File: src/rtl/fifo_8x4_mux_out_if.sv
// Bundle of the data, strobe and status signals between fifo_8x4_mux_out and its neighbours.
// The slave modport is the FIFO side. The master modport is the side that drives data and strobes.
interface fifo_8x4_mux_out_if #(
   parameter int DATA_WIDTH = 8
);
   // Handshake semantics:
   // - push is a write strobe; it is taken when the FIFO has room, or when it is full and pop is also high.
   // - pop is a read request; it is taken whenever the FIFO is non-empty.
   // - An accepted pop gives data_out with valid_out high on the following cycle.
   // - valid_out is a single-cycle pulse and has no ready.
   logic [DATA_WIDTH-1:0] data_in;
   logic                  push;
   logic                  pop;
   logic [DATA_WIDTH-1:0] data_out;
   logic                  valid_out;
   logic                  full;
   logic                  empty;
   logic                  almost_full;
   logic                  almost_empty;
   logic                  error;

   modport slave (
      input  data_in, push, pop,
      output data_out, valid_out, full, empty, almost_full, almost_empty, error
   );

   modport master (
      output data_in, push, pop,
      input  data_out, valid_out, full, empty, almost_full, almost_empty, error
   );
endinterface

File: src/rtl/fifo_8x4_mux_out.sv
// Small synchronous FIFO behind the lane mux, with a registered pop port and status/overflow flags.
// When FIFO_ERR_STICKY_EN is defined, error latches until reset. Otherwise it pulses once per overflow.
module fifo_8x4_mux_out #(
   parameter int DATA_WIDTH = 8,
   parameter int DEPTH      = 4,
   parameter int AF_THRESH  = 3,
   parameter int AE_THRESH  = 1
) (
   input  logic                  clk,
   input  logic                  reset_L,
   fifo_8x4_mux_out_if.slave     bus
);
   localparam int AW = $clog2(DEPTH);
   localparam logic [AW:0] FULL_CNT = (AW+1)'(DEPTH);
   localparam logic [AW:0] AF_CNT   = (AW+1)'(AF_THRESH);
   localparam logic [AW:0] AE_CNT   = (AW+1)'(AE_THRESH);

   logic [DATA_WIDTH-1:0] mem [DEPTH];
   logic [AW-1:0]         wr_ptr;
   logic [AW-1:0]         rd_ptr;
   logic [AW:0]           count;
   logic [DATA_WIDTH-1:0] data_q;
   logic                  valid_q;
   logic                  error_q;

   logic is_full;
   logic is_empty;
   logic push_ok;
   logic pop_ok;
   logic overflow;

   assign is_full  = (count == FULL_CNT);
   assign is_empty = (count == '0);
   // A pop frees a slot in the same edge, so a full FIFO can still accept a push alongside a pop.
   assign pop_ok   = bus.pop && !is_empty;
   assign push_ok  = bus.push && (!is_full || bus.pop);
   assign overflow = bus.push && is_full && !bus.pop;

   // Storage has no reset; its contents are only read behind a valid count.
   always_ff @(posedge clk) begin
      if (push_ok) begin
         mem[wr_ptr] <= bus.data_in;
      end
   end

   always_ff @(posedge clk or negedge reset_L) begin
      if (!reset_L) begin
         wr_ptr  <= '0;
         rd_ptr  <= '0;
         count   <= '0;
         data_q  <= '0;
         valid_q <= 1'b0;
      end else begin
         valid_q <= pop_ok;
         if (pop_ok) begin
            data_q <= mem[rd_ptr];
            rd_ptr <= rd_ptr + 1'b1;
         end
         if (push_ok) begin
            wr_ptr <= wr_ptr + 1'b1;
         end
         case ({push_ok, pop_ok})
            2'b10:   count <= count + 1'b1;
            2'b01:   count <= count - 1'b1;
            default: count <= count;
         endcase
      end
   end

   always_ff @(posedge clk or negedge reset_L) begin
      if (!reset_L) begin
         error_q <= 1'b0;
      end else begin
`ifdef FIFO_ERR_STICKY_EN
         error_q <= error_q | overflow;
`else
         error_q <= overflow;
`endif
      end
   end

   assign bus.data_out     = data_q;
   assign bus.valid_out    = valid_q;
   assign bus.full         = is_full;
   assign bus.empty        = is_empty;
   assign bus.almost_full  = (count >= AF_CNT);
   assign bus.almost_empty = (count <= AE_CNT);
   assign bus.error        = error_q;
endmodule

File: src/flat_wrapper.sv
// flat-port wrapper written by rule: the top's interface ports become plain ports
module fifo_8x4_mux_out_flat 
#(
   parameter int DATA_WIDTH = 8,
   parameter int DEPTH      = 4,
   parameter int AF_THRESH  = 3,
   parameter int AE_THRESH  = 1
)
  (clk, reset_L, bus_data_in, bus_push, bus_pop, bus_data_out, bus_valid_out, bus_full, bus_empty, bus_almost_full, bus_almost_empty, bus_error);
  fifo_8x4_mux_out_if #(.DATA_WIDTH(DATA_WIDTH)) bus_i ();
  input  logic clk;
  input  logic reset_L;
  input wire logic [$bits(bus_i.data_in)-1:0] bus_data_in;
  input wire logic [$bits(bus_i.push)-1:0] bus_push;
  input wire logic [$bits(bus_i.pop)-1:0] bus_pop;
  output wire logic [$bits(bus_i.data_out)-1:0] bus_data_out;
  output wire logic [$bits(bus_i.valid_out)-1:0] bus_valid_out;
  output wire logic [$bits(bus_i.full)-1:0] bus_full;
  output wire logic [$bits(bus_i.empty)-1:0] bus_empty;
  output wire logic [$bits(bus_i.almost_full)-1:0] bus_almost_full;
  output wire logic [$bits(bus_i.almost_empty)-1:0] bus_almost_empty;
  output wire logic [$bits(bus_i.error)-1:0] bus_error;
  assign bus_i.data_in = bus_data_in;
  assign bus_i.push = bus_push;
  assign bus_i.pop = bus_pop;
  assign bus_data_out = bus_i.data_out;
  assign bus_valid_out = bus_i.valid_out;
  assign bus_full = bus_i.full;
  assign bus_empty = bus_i.empty;
  assign bus_almost_full = bus_i.almost_full;
  assign bus_almost_empty = bus_i.almost_empty;
  assign bus_error = bus_i.error;
  fifo_8x4_mux_out #(.DATA_WIDTH(DATA_WIDTH), .DEPTH(DEPTH), .AF_THRESH(AF_THRESH), .AE_THRESH(AE_THRESH)) u_core (.clk(clk), .reset_L(reset_L), .bus(bus_i));
endmodule
File: config.mk
export PLATFORM = sky130hd
export DESIGN_NAME = fifo_8x4_mux_out_flat
export DESIGN_NICKNAME = d
export VERILOG_FILES = /design/src/rtl/fifo_8x4_mux_out_if.sv /design/src/rtl/fifo_8x4_mux_out.sv /design/src/flat_wrapper.sv
export SDC_FILE = /design/constraint.sdc
export NUM_CORES = 1
export LEC_CHECK = 0
export ABC_AREA = 1
export CAP_MARGIN = 20
export CORE_UTILIZATION = 35
export DETAILED_ROUTE_END_ITERATION = 8
export PLACE_DENSITY = 0.66
export SYNTH_ARGS = -nofsm -noshare
export SYNTH_HDL_FRONTEND = slang
export SYNTH_SLANG_ARGS = --single-unit
File: constraint.sdc
create_clock -name clk -period 1.6 [get_ports clk]
set_input_delay 0.32 -clock clk [delete_from_list [all_inputs] [get_ports clk]]
set_output_delay 0.32 -clock clk [all_outputs]
set_load 0.01 [all_outputs]
======== Word level (Yosys, flattened, before mapping) ========
Memory sizes are Yosys's and may differ from the RTL's. A register that Yosys moved wholly into a read port is not among the register bits.
Index checks and enable logic that the tools add are counted.
storage, ports and cells
  register bits ........................... 9
  output and inout bits ................... 14
  memories kept ........................... 1
  word-level logic and storage cells ...... 29
  memory bits (writable) .................. 32
  input port bits ......................... 12
memories
  memory      words  bits a word  rd ports  clocked after Yosys merged registers in  wr ports  line                    RTL
  u_core.mem  4      8            1         1                                        1         fifo_8x4_mux_out.sv:18  logic [DATA_WIDTH-1:0] mem [DEPTH];
cells by class
  equal/unequal tests ..................... 3
  add/subtract/negate cells ............... 4
  mux-type cells .......................... 3
  reduce and logical (&&, ||, !) cells .... 11
  order comparisons ....................... 2
operators by type and width
  operator               number
  $pmux W3 S2            1
  $add A2 B1 Y2 const B  2
  $logic_and A1 B1 Y1    4
  $logic_not A1 Y1       4
  $add A3 B1 Y3 const B  1
  $eq A3 B3 Y1 const B   1
  $ge A3 B2 Y1 const B   1
  $le A3 B1 Y1 const B   1
  $logic_not A3 Y1       1
  $sub A3 B1 Y3 const B  1
  $eq A2 B1 Y1 const B   1
  $eq A2 B2 Y1 const B   1
  $mux W1                2
  $reduce_bool A2 Y1     1
  $logic_or A1 B1 Y1     1

======== Depth between registers and ports, before layout ========
Gate-level depths: netlist of the first run.
  depth in word-level cells ............... 6
  gate-level depth with buffers ........... 12

======== Least setup slack after synthesis of the first run ========
No wires, ideal clock.
  path kind ............................... register to register
  start point ............................. register u_core.count[0]
  end point ............................... register u_core.count[2]
  setup time .............................. 113 ps
  arrival ................................. 1,540 ps
  cell stages (with the launch flop) ...... 12
  period minus slack after synthesis ...... 1,653 ps
  path slack .............................. -53 ps
  path through ............................ dfrtp_1 > inv_1 > ha_1 > inv_1 > o21ai_4 > inv_2 > ha_1 > inv_1 > o21ai_0 > nand2_1 > nand2_1 > inv_1
on the way
  elaborated cells on any way between the ends .. 13
RTL lines
  element                                            line                    RTL
  start, declared                                    fifo_8x4_mux_out.sv:21  logic [AW:0] count;
  start signal, assigned                             fifo_8x4_mux_out.sv:63  2'b10: count <= count + 1'b1;
  start signal, assigned                             fifo_8x4_mux_out.sv:64  2'b01: count <= count - 1'b1;
  start signal, assigned                             fifo_8x4_mux_out.sv:65  default: count <= count;
  $logic_not A3 Y1 (*)                               fifo_8x4_mux_out.sv:33  assign is_empty = (count == '0);
  $logic_not A1 Y1 (*)                               fifo_8x4_mux_out.sv:35  assign pop_ok = bus.pop && !is_empty;
  $logic_and A1 B1 Y1 (*)                            fifo_8x4_mux_out.sv:35
  named net u_core.pop_ok                            fifo_8x4_mux_out.sv:29  logic pop_ok;
  $eq A2 B1 Y1 or $eq A2 B2 Y1 (tied branches)       fifo_8x4_mux_out.sv:62  case ({push_ok, pop_ok})
  $pmux W3 S2 or $reduce_bool A2 Y1 (tied branches)  --
The timed path passes the listed nets; every way through them passes the cells marked *.
A chain may end at the register's enable or synchronous reset.

======== Worst setup path in the final report of the first run ========
  start point ............................. register u_core.count[1]
  end point ............................... memory u_core.mem[3][6] (enable)
on the way
  cells in the longest elaborated chain, start to end .. 6
RTL lines
  element                        line                    RTL
  $eq A3 B3 Y1                   fifo_8x4_mux_out.sv:32  assign is_full = (count == FULL_CNT);
  $logic_not A1 Y1               fifo_8x4_mux_out.sv:36  assign push_ok = bus.push && (!is_full || bus.pop);
  $logic_or A1 B1 Y1             fifo_8x4_mux_out.sv:36
  $logic_and A1 B1 Y1            fifo_8x4_mux_out.sv:36
  $mux W1                        fifo_8x4_mux_out.sv:41  if (push_ok) begin
  $mux W1 (not written as such)  fifo_8x4_mux_out.sv:42  mem[wr_ptr] <= bus.data_in;
  end, declared                  fifo_8x4_mux_out.sv:18
No other way between the ends.

==> results.yml, run 1 <==
power_and_ir_drop:
  power.leakage_nw: 1.393
  p_clk_frac: 0.176
  power.internal_w: 0.003291
  power_density_nw_per_um2: 1735
  power_switching_w: 0.001841
  pwr-share-comb: 0.446
  ir_drop_uv: 682.7
  netSwitchingFraction: 0.3587
  seq_power_share: 0.378
finish:
  final_cell_mix: "64 x nand2_1, 45 x inv_1, 32 x edfxtp_1, 21 x clkdlybuf4s50_1, 19 x buf_4"
  area_delta_synth_final_pct: 30.68
  final_layout_size_suffix_gt1_frac: 0.2347
  postLayoutCellArea_um2: 2958
  n_fill_cell: 535
  fin_cells: 352
  fin_nets: 297
  mostFrequentLayoutCell: "nand2_1"
  n_antenna_cell: 0
  fin_util: 0.4880
synthesis:
  ys_seq_area_frac: 0.6125
  synth_area_leaders: "edfxtp_1 42%, dfrtp_1 19%, nand2_1 11%"
  syn_area_per_cell_um2: 10.02
  synth_area_leader_cell: "edfxtp_1"
  ys_ff_latch: 49
  ys_warn_count: 0
  post_synth_num_cell_types: 20
  syn-cell-area_um2: 2263
  postSynthCellCount: 226
  syn-num-nets: 247
  synth_top_area_frac: 0.4245
clocking:
  cts-root-buf: "clkbuf_8"
  hold_buffers: 0
  cts_tree: "done"
  cts.sink_count: 49
  clk_pin_slew_ns: 0.09
  clock_latency_ns: 0.30
  cts.path.max_buffers: 2
  htree_levels: 2
  cts_made_buffers: 5
status:
  violations: "setup timing"
  status: "complete, but fails checks"
critical_path:
  end_kind: "register"
  crit_fanout: 8
  r2r_end: "u_core.mem[3][6]"
  r2r_slack_ns: -0.13
  critPathLaunchType: "register"
  path_cells: "buf_4 -> inv_4 -> ha_4 -> buf_4 -> nand3_2 -> nand2_4 -> buf_4 -> nor2_4 -> buf_8"
  cp_common_cell: "buf_4"
  slowest_stage: "dfrtp_1"
  arrival_ns: 1.75
  rr_worst_depth: 9
  cpPeakStageDelay_ns: 0.39
  cp_top_family: "buffers and inverters"
  worst-path-buf-inv: 5
  reg2reg_from: "u_core.count[1]"
  crit_start: "u_core.count[1]"
  critical_path_class: "register to register"
  required_ns: 1.62
sta:
  fin_crit_sh: 1.083
  setup_violations: 23
  rsz0062_at_grt: "true"
  final_hold_viol_count: 0
  drv_slew: 0
  relSlewSlack: 0.7355
  tightest_slew_ns: 0.3968
  min_period_ns: 1.733
  finalWorstSetupSlack_ns: -0.1329
  fmax_mhz: 577.1
  setup_tns_ns: -1.643
  fin_worst_skew_ns: 0.003864
die:
  dieArea_um2: 6792
  row_count: 28
  initial_core_util: 0.3735
  fp.dieW_um: 82.42
  ios: 26
  coreArea_um2: 6061
  die_h_um: 82.42
worst_hold_path:
  hold_path.class: "primary input to asynchronous set/reset pin"
place:
  dp.cells: 337
  dp_hpwl_um: 2686
  place_area_um2: 2686
  io_buffers: 25
  routabilityCongestion: 0.8341
route:
  drtPass1Iterations: 4
  drc: 0
  wl_per_cell_um: 12.36
  first_iter_violations: 90
  vias_per_cell: 4.392
  wirelength_um: 4351
  ant_nets: 0
  vias: 1546
grt:
  antenna_found_initial: 0
  grt_start_max_net_pins: 19
  grt_pass1_wl_um: 6934
  overflow: 0
  first_global_vias: 1513
  grt_use_total: 0.1453
flow_run:
  cap_violations: 0
==> cell usage after synthesis (all sizes together) <==
library cell / number
a21oi: 1
xor2: 2
nand2: 73
nand3: 19
inv: 51
nor2: 9
edfxtp: 32
buf: 6
o21ai: 5
dfrtp: 17
ha: 9
xnor2: 2
==> worst max-delay path by stage <==
stage / to / cells past startpoint
after floorplan: u_core.mem[0][0] / 5
after global placement: u_core.mem[0][1] / 6
after detailed placement: bus_almost_full / 5
after CTS: bus_almost_full / 6
after global routing: u_core.count[1] / 10
final: u_core.mem[3][6] / 9
==> registers in the layout, summed over array words and instances, names as in the netlist <==
name	cells
u_core.mem	32
u_core.bus.data_out	8
u_core.count	3
u_core.rd_ptr	2
u_core.wr_ptr	2
u_core.bus.error	1
u_core.bus.valid_out	1
==> routing by layer <==
metal / track usage / part of all wire
met3: 0.03956 / 0.043
met5: 0 / 0
met2: 0.2479 / 0.52
met1: 0.1674 / 0.42
met4: 0.07193 / 0.016
==> worst register-to-register path, cell delays in order (launching register included) <==
cell and delay, ns:
dfrtp_1 0.39, buf_4 0.13, inv_4 0.03, ha_4 0.15, buf_4 0.13, nand3_2 0.09, nand2_4 0.11, buf_4 0.16
nor2_4 0.10, buf_8 0.15
==> through the flow <==
| stage | hold slack, ns | power (W) | worst slack, ns |
|---|---|---|---|
| 5_1_grt | 0.3521 | 0.005521 | -0.2108 |
| 2_1_floorplan | 0.02441 | 0.003195 | -0.03992 |
| 3_5_place_dp | 0.4728 | 0.003933 | -0.1345 |
| 6_report | 0.3415 | 0.005132 | -0.1329 |
| 3_3_place_gp | 0.4622 | 0.003895 | -0.1009 |
| 4_1_cts | 0.3421 | 0.004956 | -0.2091 |
==> power groups by stage <==
stage                     Sequential (W)  Clock [W]  Combinational (W)
after floorplan                  0.00192          0            0.00127
after detailed placement         0.00196          0            0.00197
after global routing             0.00198   0.000981            0.00256
after CTS                        0.00193   0.000937            0.00209
final                            0.00194   0.000905            0.00229
after global placement           0.00195          0            0.00195
==> kinds of logic after synthesis <==
| kind of cell | share of synthesized area |
|---|---|
| AND/OR/NAND/NOR | 0.1902 |
| flip-flops | 0.6125 |
| AO/OA/AOI/OAI | 0.01824 |
| buffers and inverters | 0.1139 |
| XOR/XNOR | 0.01548 |
| adder cells (fa/ha/maj) | 0.04975 |
==> timing repair <==
| item | in CTS | in global routing |
|---|---|---|
| buffers inserted | 4 | 3 |
| endpoints found under the hold margin | 0 | 0 |
| resized for setup | 27 | 20 |
| setup endpoints to repair | 39 | 41 |
| pin swaps | 2 | 3 |
==> area by class of cell <==
cell class                      instances  area (um^2)  area share
Sequential cell                        49         1386      0.4687
Multi-Input combinational cell        120        718.2      0.2428
Timing Repair Buffer                   49        440.4      0.1489
Inverter                               51        198.9     0.06726
Tap cell                               75        93.84     0.03173
Clock buffer                            6        82.58     0.02792
Clock inverter                          2        37.54     0.01269
Power figures use the tool's default switching activity.
==> run 2: changes to the inputs <==
--- a/config.mk
+++ b/config.mk
@@ -7,9 +7,9 @@
 export LEC_CHECK = 0
 export ABC_AREA = 1
 export CAP_MARGIN = 20
-export CORE_UTILIZATION = 35
+export CORE_UTILIZATION = 50
 export DETAILED_ROUTE_END_ITERATION = 8
-export PLACE_DENSITY = 0.66
+export PLACE_DENSITY = 0.85
 export SYNTH_ARGS = -nofsm -noshare
 export SYNTH_HDL_FRONTEND = slang
 export SYNTH_SLANG_ARGS = --single-unit
==> run 2 against run 1 <==
Net effect: the run still ends with setup timing left; global-route usage grew 5.3 points; combinational power about the same; final cell count decreased by 7.4%; power is 4.0% lower; worst setup slack worse by 0.0037 ns; sequential power hardly changed; die area down 29%; non-clock buffer count down 3; clock skew rose by 0.0094 ns; via count increased by 3.7%; critical path type is now register to primary output; critical endpoint is now bus_almost_full; largest power group unchanged.
==> results.yml, run 2 (synthesis results as in run 1) <==
status:
  status: "complete, but fails checks"
  violations: "setup timing"
place:
  dp.cells: 313
  io_buffers: 25
  routabilityCongestion: 0.7606
  dp_hpwl_um: 2781
  place_area_um2: 2650
route:
  wl_per_cell_um: 13.66
  vias_per_cell: 4.917
  drc: 0
  first_iter_violations: 76
  ant_nets: 0
  vias: 1603
  wirelength_um: 4454
  drtPass1Iterations: 5
power_and_ir_drop:
  power.leakage_nw: 1.355
  ir_drop_uv: 791.0
  power_density_nw_per_um2: 1725
sta:
  fmax_mhz: 575.8
  setup_violations: 4
  rsz0062_at_grt: "true"
  relSlewSlack: 0.7499
  final_hold_viol_count: 0
  tightest_slew_ns: 0.3751
  fin_crit_sh: 1.085
  drv_slew: 0
  fin_worst_skew_ns: 0.01329
  min_period_ns: 1.737
  hold_slack_ns: 0.3294
  finalWorstSetupSlack_ns: -0.1367
clocking:
  cts_made_buffers: 5
  clk_pin_slew_ns: 0.09
  cts.sink_count: 49
  cts_tree: "done"
  cts.path.max_buffers: 2
  htree_levels: 2
  clock_latency_ns: 0.30
  cts-root-buf: "clkbuf_8"
  hold_buffers: 0
finish:
  final_layout_size_suffix_gt1_frac: 0.2299
  n_antenna_cell: 0
  fin_nets: 294
  postLayoutCellArea_um2: 2856
  final_cell_mix: "63 x nand2_1, 43 x inv_1, 32 x edfxtp_1, 21 x clkdlybuf4s50_1"
  largest_reg_flops: 32
  n_fill_cell: 319
  regMostFlops: "u_core.mem"
  area_delta_synth_final_pct: 26.20
  mostFrequentLayoutCell: "nand2_1"
  fin_cells: 326
critical_path:
  end_kind: "primary output"
  path_cells: "ha_2 -> ha_4 -> nor2_2 -> o21ai_1 -> buf_2"
  critPathLaunchType: "register"
  crit_fanout: 3
  critical_path_class: "register to primary output"
  arrival_ns: 1.42
  slowest_stage: "dfrtp_1"
  required_ns: 1.28
  cpPeakStageDelay_ns: 0.42
die:
  dieArea_um2: 4800
  coreArea_um2: 4354
  fp.dieW_um: 69.28
  ios: 26
  die_h_um: 69.28
  row_count: 24
  initial_core_util: 0.5198
grt:
  grt_start_max_net_pins: 19
  first_global_vias: 1587
  antenna_found_initial: 0
  grt_pass1_wl_um: 7265
  grt_use_total: 0.1984
  overflow: 0
worst_hold_path:
  hold_path.class: "primary input to asynchronous set/reset pin"
flow_run:
  cap_violations: 0
==> run 2: cell types whose count changed in the layout (fill, tap and decap cells not counted), moves of 2 or more <==
cell and change:
buf_4 -6, buf_6 +6, buf_8 -3, nor2_4 -3, inv_1 -2, inv_2 +2
nor2_2 +2
==> run 2: final cells by class <==
type	instances	area, um^2	area share
Tap cell	52	65.06	0.02278
Clock inverter	2	15.01	0.005256
Sequential cell	49	1386	0.4853
Timing Repair Buffer	46	417.9	0.1463
Clock buffer	6	72.57	0.02541
Multi-Input combinational cell	120	700.7	0.2453
Inverter	51	198.9	0.06965
==> run 2: final timing paths <==
kind	from	end	slack [ns]	cells past startpoint
worst min register to register	u_core.bus.data_out[1]	u_core.bus.data_out[1]	0.48	2
worst max-delay path	u_core.count[1]	bus_almost_full	-0.14	5
max in group asynchronous	reset_L	u_core.bus.data_out[5]	1.05	2
min in group clk	u_core.bus.data_out[1]	u_core.bus.data_out[1]	0.48	2
worst max register to register	u_core.count[0]	u_core.count[2]	-0.07	12
worst min-delay path	reset_L	u_core.bus.error	0.33	2
==> run 2: metrics by stage <==
step | setup TNS (ns) | setup WS, ns | util | power, W
global route | -0.9327 | -0.1618 | 0.6560 | 0.005266
detailed placement | -3.772 | -0.1452 | 0.6086 | 0.003922
global placement | -2.306 | -0.08286 | 0.6086 | 0.003831
finish | -0.2447 | -0.1367 | 0.6560 | 0.004928
floorplan | -1.278 | -0.03992 | - | 0.003195
CTS | -0.2466 | -0.09221 | 0.6440 | 0.004798
==> run 2: worst max-delay path: cells and delay by family (launching register included) <==
| family | cells | cell delay [ns] |
|---|---|---|
| DFF | 1 | 0.42 |
| adders and majority gates | 2 | 0.36 |
| buffers and inverters | 1 | 0.14 |
| and+or+nand+nor | 1 | 0.11 |
| AOI/OAI and AO/OA | 1 | 0.08 |
==> run 2: routing by layer <==
metal,track usage,wire length (um),share of wire
met2,0.3538,2357,0.53
met3,0.02616,275,0.062
met4,0.09070,106,0.024
met5,0,0,0
met1,0.2376,1715,0.39
==> run 2: repair_timing <==
item | 4_1_cts | 5_1_grt
pin swaps | 4 | 11
setup buffers | 4 | 1
gates cloned | 0 | 0
endpoints found under the setup margin | 39 | 39
resized for setup | 30 | 17
==> run 2: report_power, final <==
group / leakage [nW] / total (W) / switching (W) / internal [W]
Combinational: 0.820 / 0.00227 / 0.00123 / 0.00104
Clock: 0.0374 / 0.000718 / 0.000409 / 0.000308
Sequential: 0.498 / 0.00194 / 0.000223 / 0.00172
